### src/rtl/hive_alu_mul_shl_par_pkg.sv
// hive_types: shared types for the hive multiply/shift ALU slice.
//   MS_OP_W / MS_OP_T : operation code width and encodings.
//     mul_<a><b> : u = operand zero-extended, s = operand sign-extended
//                  (mul_us = A unsigned x B signed, mul_su = A signed x B unsigned).
//   ms_ctrl_t        : per-op control bits carried alongside the multiplier.
// Optional feature macro: HIVE_ALU_SAT_EN (adds the saturation control fields).
package hive_types;

  localparam int unsigned MS_OP_W = 4;

  typedef enum logic [MS_OP_W-1:0] {
    OP_MUL_U   = 4'd0,
    OP_MUL_US  = 4'd1,
    OP_MUL_SU  = 4'd2,
    OP_MUL_S   = 4'd3,
    OP_SHL_U   = 4'd4,
    OP_SHL_S   = 4'd5,
    OP_ROL     = 4'd6,
    OP_POW     = 4'd7,
    OP_SHL_SAT = 4'd8
  } MS_OP_T;

  typedef struct packed {
    logic sel_hi;   // return high word instead of low word
    logic sel_or;   // return high | low (rotate)
    logic frc;      // override result with fill value
    logic fill;     // override value: 1 = all ones, 0 = zero
`ifdef HIVE_ALU_SAT_EN
    logic sat_chk;  // apply signed saturation check
    logic a_neg;    // sign of A, selects clamp value
`endif
  } ms_ctrl_t;

endpackage

### src/rtl/hive_alu_mul_shl_par_multiply.sv
// hive_alu_multiply: pipelined signed multiplier.
//   clk_i, rst_i : clock, asynchronous active-high reset
//   a_i, b_i     : W-bit signed operands
//   p_o          : low OUT_W bits of the signed product, LAT cycles later
module hive_alu_multiply #(
  parameter int unsigned W     = 33,
  parameter int unsigned LAT   = 4,
  parameter int unsigned OUT_W = 2*W
) (
  input  logic                 clk_i,
  input  logic                 rst_i,
  input  logic signed [W-1:0]  a_i,
  input  logic signed [W-1:0]  b_i,
  output logic [OUT_W-1:0]     p_o
);

  logic signed [OUT_W-1:0]      w_p;
  logic [LAT-1:0][OUT_W-1:0]    r_p;

  assign w_p = OUT_W'(a_i) * OUT_W'(b_i);

  always_ff @(posedge clk_i or posedge rst_i) begin
    if (rst_i) r_p <= '0;
    else       r_p <= {r_p[LAT-2:0], w_p};
  end

  assign p_o = r_p[LAT-1];

endmodule

### src/rtl/hive_alu_mul_shl_par.sv
// hive_alu_mul_shl_par: pipelined multiply / shift / rotate / power-of-2 ALU.
// All shifts are done on the multiplier by multiplying A with 2^(s mod ALU_W).
//   clk_i, rst_i : clock, asynchronous active-high reset
//   vld_i        : operation valid        flush_i : kill all in-flight ops
//   op_i         : MS_OP_T opcode         ext_i   : multiply returns high word
//   a_i, b_i     : operands (b_i = signed shift amount for shifts)
//   result_o     : result at stage PIPE (combinational), valid with vld_o
//   flg_o        : {prod[2W], |hi, &hi, prod[W-1]}, registered, one cycle later
// Optional feature macro: HIVE_ALU_SAT_EN builds shl_sat with clamp logic;
// without it shl_sat decodes as shl_s.
module hive_alu_mul_shl_par
  import hive_types::*;
#(
  parameter int unsigned ALU_W = 32,
  parameter int unsigned PIPE  = 5
) (
  input  logic               clk_i,
  input  logic               rst_i,
  input  logic               vld_i,
  input  logic               flush_i,
  input  logic [MS_OP_W-1:0] op_i,
  input  logic               ext_i,
  input  logic [ALU_W-1:0]   a_i,
  input  logic [ALU_W-1:0]   b_i,
  output logic [ALU_W-1:0]   result_o,
  output logic               vld_o,
  output logic [3:0]         flg_o
);

  localparam int unsigned SEL_W = $clog2(ALU_W);
  localparam int unsigned DBL_W = 2*ALU_W;
  localparam int unsigned MUL_W = ALU_W + 1;

  logic [SEL_W-1:0]        w_sh;
  logic                    w_s_neg;
  logic                    w_in_rng;
  logic [ALU_W-1:0]        w_pow2;
  logic signed [MUL_W-1:0] w_ma, w_mb;
  ms_ctrl_t                w_ctrl;

  logic signed [MUL_W-1:0] r_ma, r_mb;
  logic [PIPE-1:0]         r_vld;
  ms_ctrl_t [PIPE-1:0]     r_ctrl;
  logic [3:0]              r_flg;

  logic [DBL_W:0]          w_p;
  logic [ALU_W-1:0]        w_lo, w_hi, w_res;
  ms_ctrl_t                w_c;

  // s in [-ALU_W, ALU_W-1] exactly when floor(s/ALU_W) is 0 or -1
  assign w_sh     = b_i[SEL_W-1:0];
  assign w_s_neg  = b_i[ALU_W-1];
  assign w_in_rng = (&b_i[ALU_W-1:SEL_W]) | ~(|b_i[ALU_W-1:SEL_W]);
  assign w_pow2   = {{(ALU_W-1){1'b0}}, 1'b1} << w_sh;

  always_comb begin
    w_ma   = '0;
    w_mb   = '0;
    w_ctrl = '0;
    case (op_i)
      OP_MUL_U:  begin w_ma = {1'b0, a_i};         w_mb = {1'b0, b_i};         w_ctrl.sel_hi = ext_i; end
      OP_MUL_US: begin w_ma = {1'b0, a_i};         w_mb = {b_i[ALU_W-1], b_i}; w_ctrl.sel_hi = ext_i; end
      OP_MUL_SU: begin w_ma = {a_i[ALU_W-1], a_i}; w_mb = {1'b0, b_i};         w_ctrl.sel_hi = ext_i; end
      OP_MUL_S:  begin w_ma = {a_i[ALU_W-1], a_i}; w_mb = {b_i[ALU_W-1], b_i}; w_ctrl.sel_hi = ext_i; end
      OP_SHL_U: begin
        w_ma = {1'b0, a_i};
        w_mb = {1'b0, w_pow2};
        w_ctrl.sel_hi = w_s_neg;
        w_ctrl.frc    = ~w_in_rng;
      end
`ifdef HIVE_ALU_SAT_EN
      OP_SHL_S: begin
        w_ma = {a_i[ALU_W-1], a_i};
        w_mb = {1'b0, w_pow2};
        w_ctrl.sel_hi = w_s_neg;
        w_ctrl.frc    = ~w_in_rng;
        w_ctrl.fill   = w_s_neg & a_i[ALU_W-1];
      end
      OP_SHL_SAT: begin
        w_ma = {a_i[ALU_W-1], a_i};
        w_mb = {1'b0, w_pow2};
        w_ctrl.sel_hi  = w_s_neg;
        w_ctrl.frc     = ~w_in_rng;
        w_ctrl.fill    = w_s_neg & a_i[ALU_W-1];
        w_ctrl.sat_chk = ~w_s_neg & w_in_rng;
        w_ctrl.a_neg   = a_i[ALU_W-1];
      end
`else
      OP_SHL_S, OP_SHL_SAT: begin
        w_ma = {a_i[ALU_W-1], a_i};
        w_mb = {1'b0, w_pow2};
        w_ctrl.sel_hi = w_s_neg;
        w_ctrl.frc    = ~w_in_rng;
        w_ctrl.fill   = w_s_neg & a_i[ALU_W-1];
      end
`endif
      OP_ROL: begin
        w_ma = {1'b0, a_i};
        w_mb = {1'b0, w_pow2};
        w_ctrl.sel_or = 1'b1;
      end
      OP_POW: begin
        w_ma = {{(MUL_W-1){1'b0}}, 1'b1};
        w_mb = {1'b0, w_pow2};
        w_ctrl.frc = w_s_neg | ~w_in_rng;
      end
      default: begin
        if (vld_i) begin
          w_ma   = 'x;
          w_mb   = 'x;
          w_ctrl = 'x;
        end
      end
    endcase
  end

  // operand register is stage 1; the multiplier supplies the other PIPE-1 stages
  always_ff @(posedge clk_i or posedge rst_i) begin
    if (rst_i) begin
      r_ma   <= '0;
      r_mb   <= '0;
      r_vld  <= '0;
      r_ctrl <= '0;
    end else begin
      r_ma   <= w_ma;
      r_mb   <= w_mb;
      r_vld  <= flush_i ? '0 : {r_vld[PIPE-2:0], vld_i};
      r_ctrl <= {r_ctrl[PIPE-2:0], w_ctrl};
    end
  end

  hive_alu_multiply #(
    .W    (MUL_W),
    .LAT  (PIPE-1),
    .OUT_W(DBL_W+1)
  ) u_mul (
    .clk_i(clk_i),
    .rst_i(rst_i),
    .a_i  (r_ma),
    .b_i  (r_mb),
    .p_o  (w_p)
  );

  assign w_lo = w_p[ALU_W-1:0];
  assign w_hi = w_p[DBL_W-1:ALU_W];
  assign w_c  = r_ctrl[PIPE-1];

`ifdef HIVE_ALU_SAT_EN
  logic [ALU_W:0] w_band;
  assign w_band = w_p[DBL_W-1:ALU_W-1];
`endif

  always_comb begin
    if (w_c.frc)         w_res = w_c.fill ? '1 : '0;
    else if (w_c.sel_or) w_res = w_hi | w_lo;
    else if (w_c.sel_hi) w_res = w_hi;
    else                 w_res = w_lo;
`ifdef HIVE_ALU_SAT_EN
    if (w_c.sat_chk && !((&w_band) || !(|w_band)))
      w_res = w_c.a_neg ? {1'b1, {(ALU_W-1){1'b0}}} : {1'b0, {(ALU_W-1){1'b1}}};
`endif
  end

  always_ff @(posedge clk_i or posedge rst_i) begin
    if (rst_i)              r_flg <= '0;
    else if (r_vld[PIPE-1]) r_flg <= {w_p[DBL_W], |w_hi, &w_hi, w_lo[ALU_W-1]};
  end

  assign result_o = w_res;
  assign vld_o    = r_vld[PIPE-1];
  assign flg_o    = r_flg;

endmodule
### config.mk
export PLATFORM = sky130hd
export DESIGN_NAME = hive_alu_mul_shl_par
export DESIGN_NICKNAME = d
export VERILOG_FILES = /design/src/rtl/hive_alu_mul_shl_par_pkg.sv /design/src/rtl/hive_alu_mul_shl_par_multiply.sv /design/src/rtl/hive_alu_mul_shl_par.sv
export SDC_FILE = /design/constraint.sdc
export NUM_CORES = 2
export LEC_CHECK = 0
export BUFFER_PORTS_ARGS = -buffer_cell sky130_fd_sc_hd__buf_2
export CAP_MARGIN = 20
export CORE_UTILIZATION = 55
export CTS_CLUSTER_DIAMETER = 80
export CTS_CLUSTER_SIZE = 25
export DETAILED_ROUTE_END_ITERATION = 16
export PLACE_DENSITY = 0.74
export RECOVER_POWER = 25
export SLEW_MARGIN = 20
export SYNTH_ARGS = -nofsm -noshare
export SYNTH_HDL_FRONTEND = slang
export SYNTH_SLANG_ARGS = --single-unit
### constraint.sdc
create_clock -name clk_i -period 11.2 [get_ports clk_i]
set_clock_uncertainty 0.1 [all_clocks]
set_input_delay 1.12 -clock clk_i [delete_from_list [all_inputs] [get_ports clk_i]]
set_output_delay 1.12 -clock clk_i [all_outputs]
set_load 0.02 [all_outputs]
==> impl_metrics.toml <==
[outcome]
outcome = "finished, final reports clean"

[drt]
dr.pass1.iters = 5
drt_iter0_markers = 2471
via_count = 33381
wl_um = 122000
ant_nets = 0
avgRoutedWirePerCell_um = 20.3
drcViolationCount = 0
viasPerCell = 5.53

[power_and_ir_drop]
p_per_area_mw_per_mm2 = 127
finalPower_w = 0.00662
leakagePower_nw = 27.0
irDropWorstVdd_mv = 0.125

[synth]
synth_common_cells = "fa_1 (1136), inv_1 (1098), nand2_1 (583), and2_1 (574), dfrtp_1 (355)"
synth_seq_cells = 355
synth_most_common_cell = "fa_1"
synth_area_leaders = "fa_1 (46%), dfrtp_1 (18%), inv_1 (8.3%)"
yosys_warnings = 0
async_reset_ff_share_pct = 100
netlist_instances = 4908
synth-edff-count = 0
synth_ff_type = "dfrtp_1"
netlist_area_mm2 = 0.0498
syn_area_per_cell_um2 = 10.1
synth_seq_area_share_pct = 17.8
synth_top_area_share_pct = 45.7
synthDistinctLibCells = 73
synth_nets = 6331
yosys.area.top_type = "fa_1"

[cells_and_area]
multi_input_area_mm2 = 0.0358
syn_to_final_growth_pct = 4.66
layout.area.seq_mm2 = 0.00889
nFillCells = 7372
drive_gt1_share_pct = 5.08
fin_nets = 6278

[clock_tree]
cts_made_buffers = 23
cts-root-buf = "clkbuf_16"
cts.sinks = 355
cts-htree-levels = 1
clock_latency_ns = 0.61
cts_tree = "done"
cts_setup_buffers = 0
ctsResizeCount = 0
clockBufferDepth = 3
cts_hold_buf = 0
clk_pin_slew_worst_paths_ns = 0.10

[floorplanning]
die_x_um = 303
io_pins = 110
num_rows = 109
initial_core_util_pct = 55.9
die-area_mm2 = 0.0917
core_area_mm2 = 0.0891
die_h_um = 303

[global_route]
grt_pass1_vias = 36557
grt-ovfl-total = 0
antenna_found_initial = 1
grt_max_degree = 193
grt_usage_pct = 28.1
grt_pass1_wl_um = 198000

[critical_path]
cp_max_fo = 33
crit_path_max_incr_delay_ns = 0.87
crit_type = "reg -> reg"
required_ns = 11.58
worstSetupEndpointType = "register"
crit_start = "r_mb[0]"
start_kind = "register"
crit_arrival_ns = 9.61
reg2reg_from = "r_mb[0]"
cpMaxStageDelayCell = "fa_1"

[sta]
tns_ns = 0
finalHoldViolCount = 0
grt_setup_unrepaired = "no"
period_share_pct = 82.4
relSlewSlack_pct = 26.9
finalSetupViolCount = 0
period_minus_slack_ns = 9.22
report.final.slew_viol_count = 0
timing.fmax_ghz = 0.108
tightest_slew_ns = 1.10

[hold_path]
holdCritStartpoint = "r_ctrl[4]"
hold_class = "reg -> reg"

[flow_run]
cap_viol_max_count = 0

[place]
place_hpwl_um = 97600
port_buffers = 109
gp_congestion = 0.945
[flip-flops by register name, indices dropped and copies added (netlist names)]
name,count
r_vld,5
u_mul.r_p,195
r_ma,33
r_mb,33
flg_o,4
r_ctrl,20
u_mul.p_o,65
[report_power, final]
part           internal (W)  total [W]  switching, W
Sequential          0.00171    0.00197      0.000254
Clock              0.000408   0.000899      0.000491
Combinational       0.00144    0.00375       0.00231
[worst paths after layout]
check	cells after the start	slack (ns)	to
hold reg to reg	0	0.25	r_ctrl[8]
max in group asynchronous	4	8.37	r_ctrl[17]
setup / recovery	25	1.98	u_mul.r_p[64]
hold / removal	0	0.25	r_ctrl[8]
min in group asynchronous	2	0.53	r_ctrl[10]
setup reg to reg	25	1.98	u_mul.r_p[64]
[stage by stage]
| step | hold slack (ns) | cell area [µm²] | utilization, % | instances | setup slack (ns) |
|---|---|---|---|---|---|
| 6_report | 0.246 | 52100 | 58.5 | 6032 | 1.98 |
| 5_1_grt | 0.248 | 52100 | 58.5 | 6031 | 1.43 |
| 4_1_cts | 0.251 | 52100 | 58.5 | 6031 | 1.93 |
| 3_5_place_dp | 0.235 | 51400 | 57.7 | 5995 | 2.03 |
| 3_3_place_gp | 0.232 | 51300 | 57.7 | 5995 | 2.20 |
| 2_1_floorplan | 0.231 | 49800 | - | 4908 | 0.131 |
[metal layers]
layer  vias to the layer above  GRT usage, %  share of wire [%]
met5                         -             0              0.011
met4                         2          9.08                3.6
met3                       291          4.91                8.2
met2                      1415          45.8                 48
met1                     17437          38.5                 40
li1                      14236             -                  -
[cells in the final DEF (no fill, tap or decap), types with 35 or more instances in the layout]
cell	count
a211oi_1	37
ha_1	214
o31ai_1	35
inv_1	1097
buf_2	109
xnor2_1	48
nor2b_1	73
fa_1	1136
a21o_1	54
buf_4	64
o21ai_0	48
dfrtp_1	349
a21oi_1	73
nor2_1	68
and2_1	574
nand2_1	582
[final cells by class]
cell class              instances  share of cell area (%)
multi-input cells            3202                    68.7
flip-flops and latches        355                    17.1
inverters                    1098                    7.92
well taps                    1165                    2.80
repair buffers                175                    2.03
clock buffers                  24                    1.11
clock inverters                12                   0.343
diodes                          1                 0.00480
[critical path, delay by kind of cell (launching register included)]
kind                       cells  cell delay (ns)
adders and majority gates      9             5.16
buffers and inverters          8             1.14
DFF                            1             0.71
AOI/OAI and AO/OA              3             0.80
and+or+nand+nor                5             1.20
[logic make-up (layout without fill, tap and decap cells)]
kind of cell / after synthesis / count (layout) / share of synthesized area (%)
flops: 355 / 355 / 17.8
xor+xnor: 70 / 70 / 1.23
other cells: 0 / 1 / 0
fa+ha+maj: 1350 / 1350 / 51.0
mux: 4 / 4 / 0.0879
simple gates: 1440 / 1440 / 14.9
buf+inv: 1351 / 1309 / 10.2
compound gates: 338 / 338 / 4.66
No activity file was read; power rests on OpenSTA's default activity.
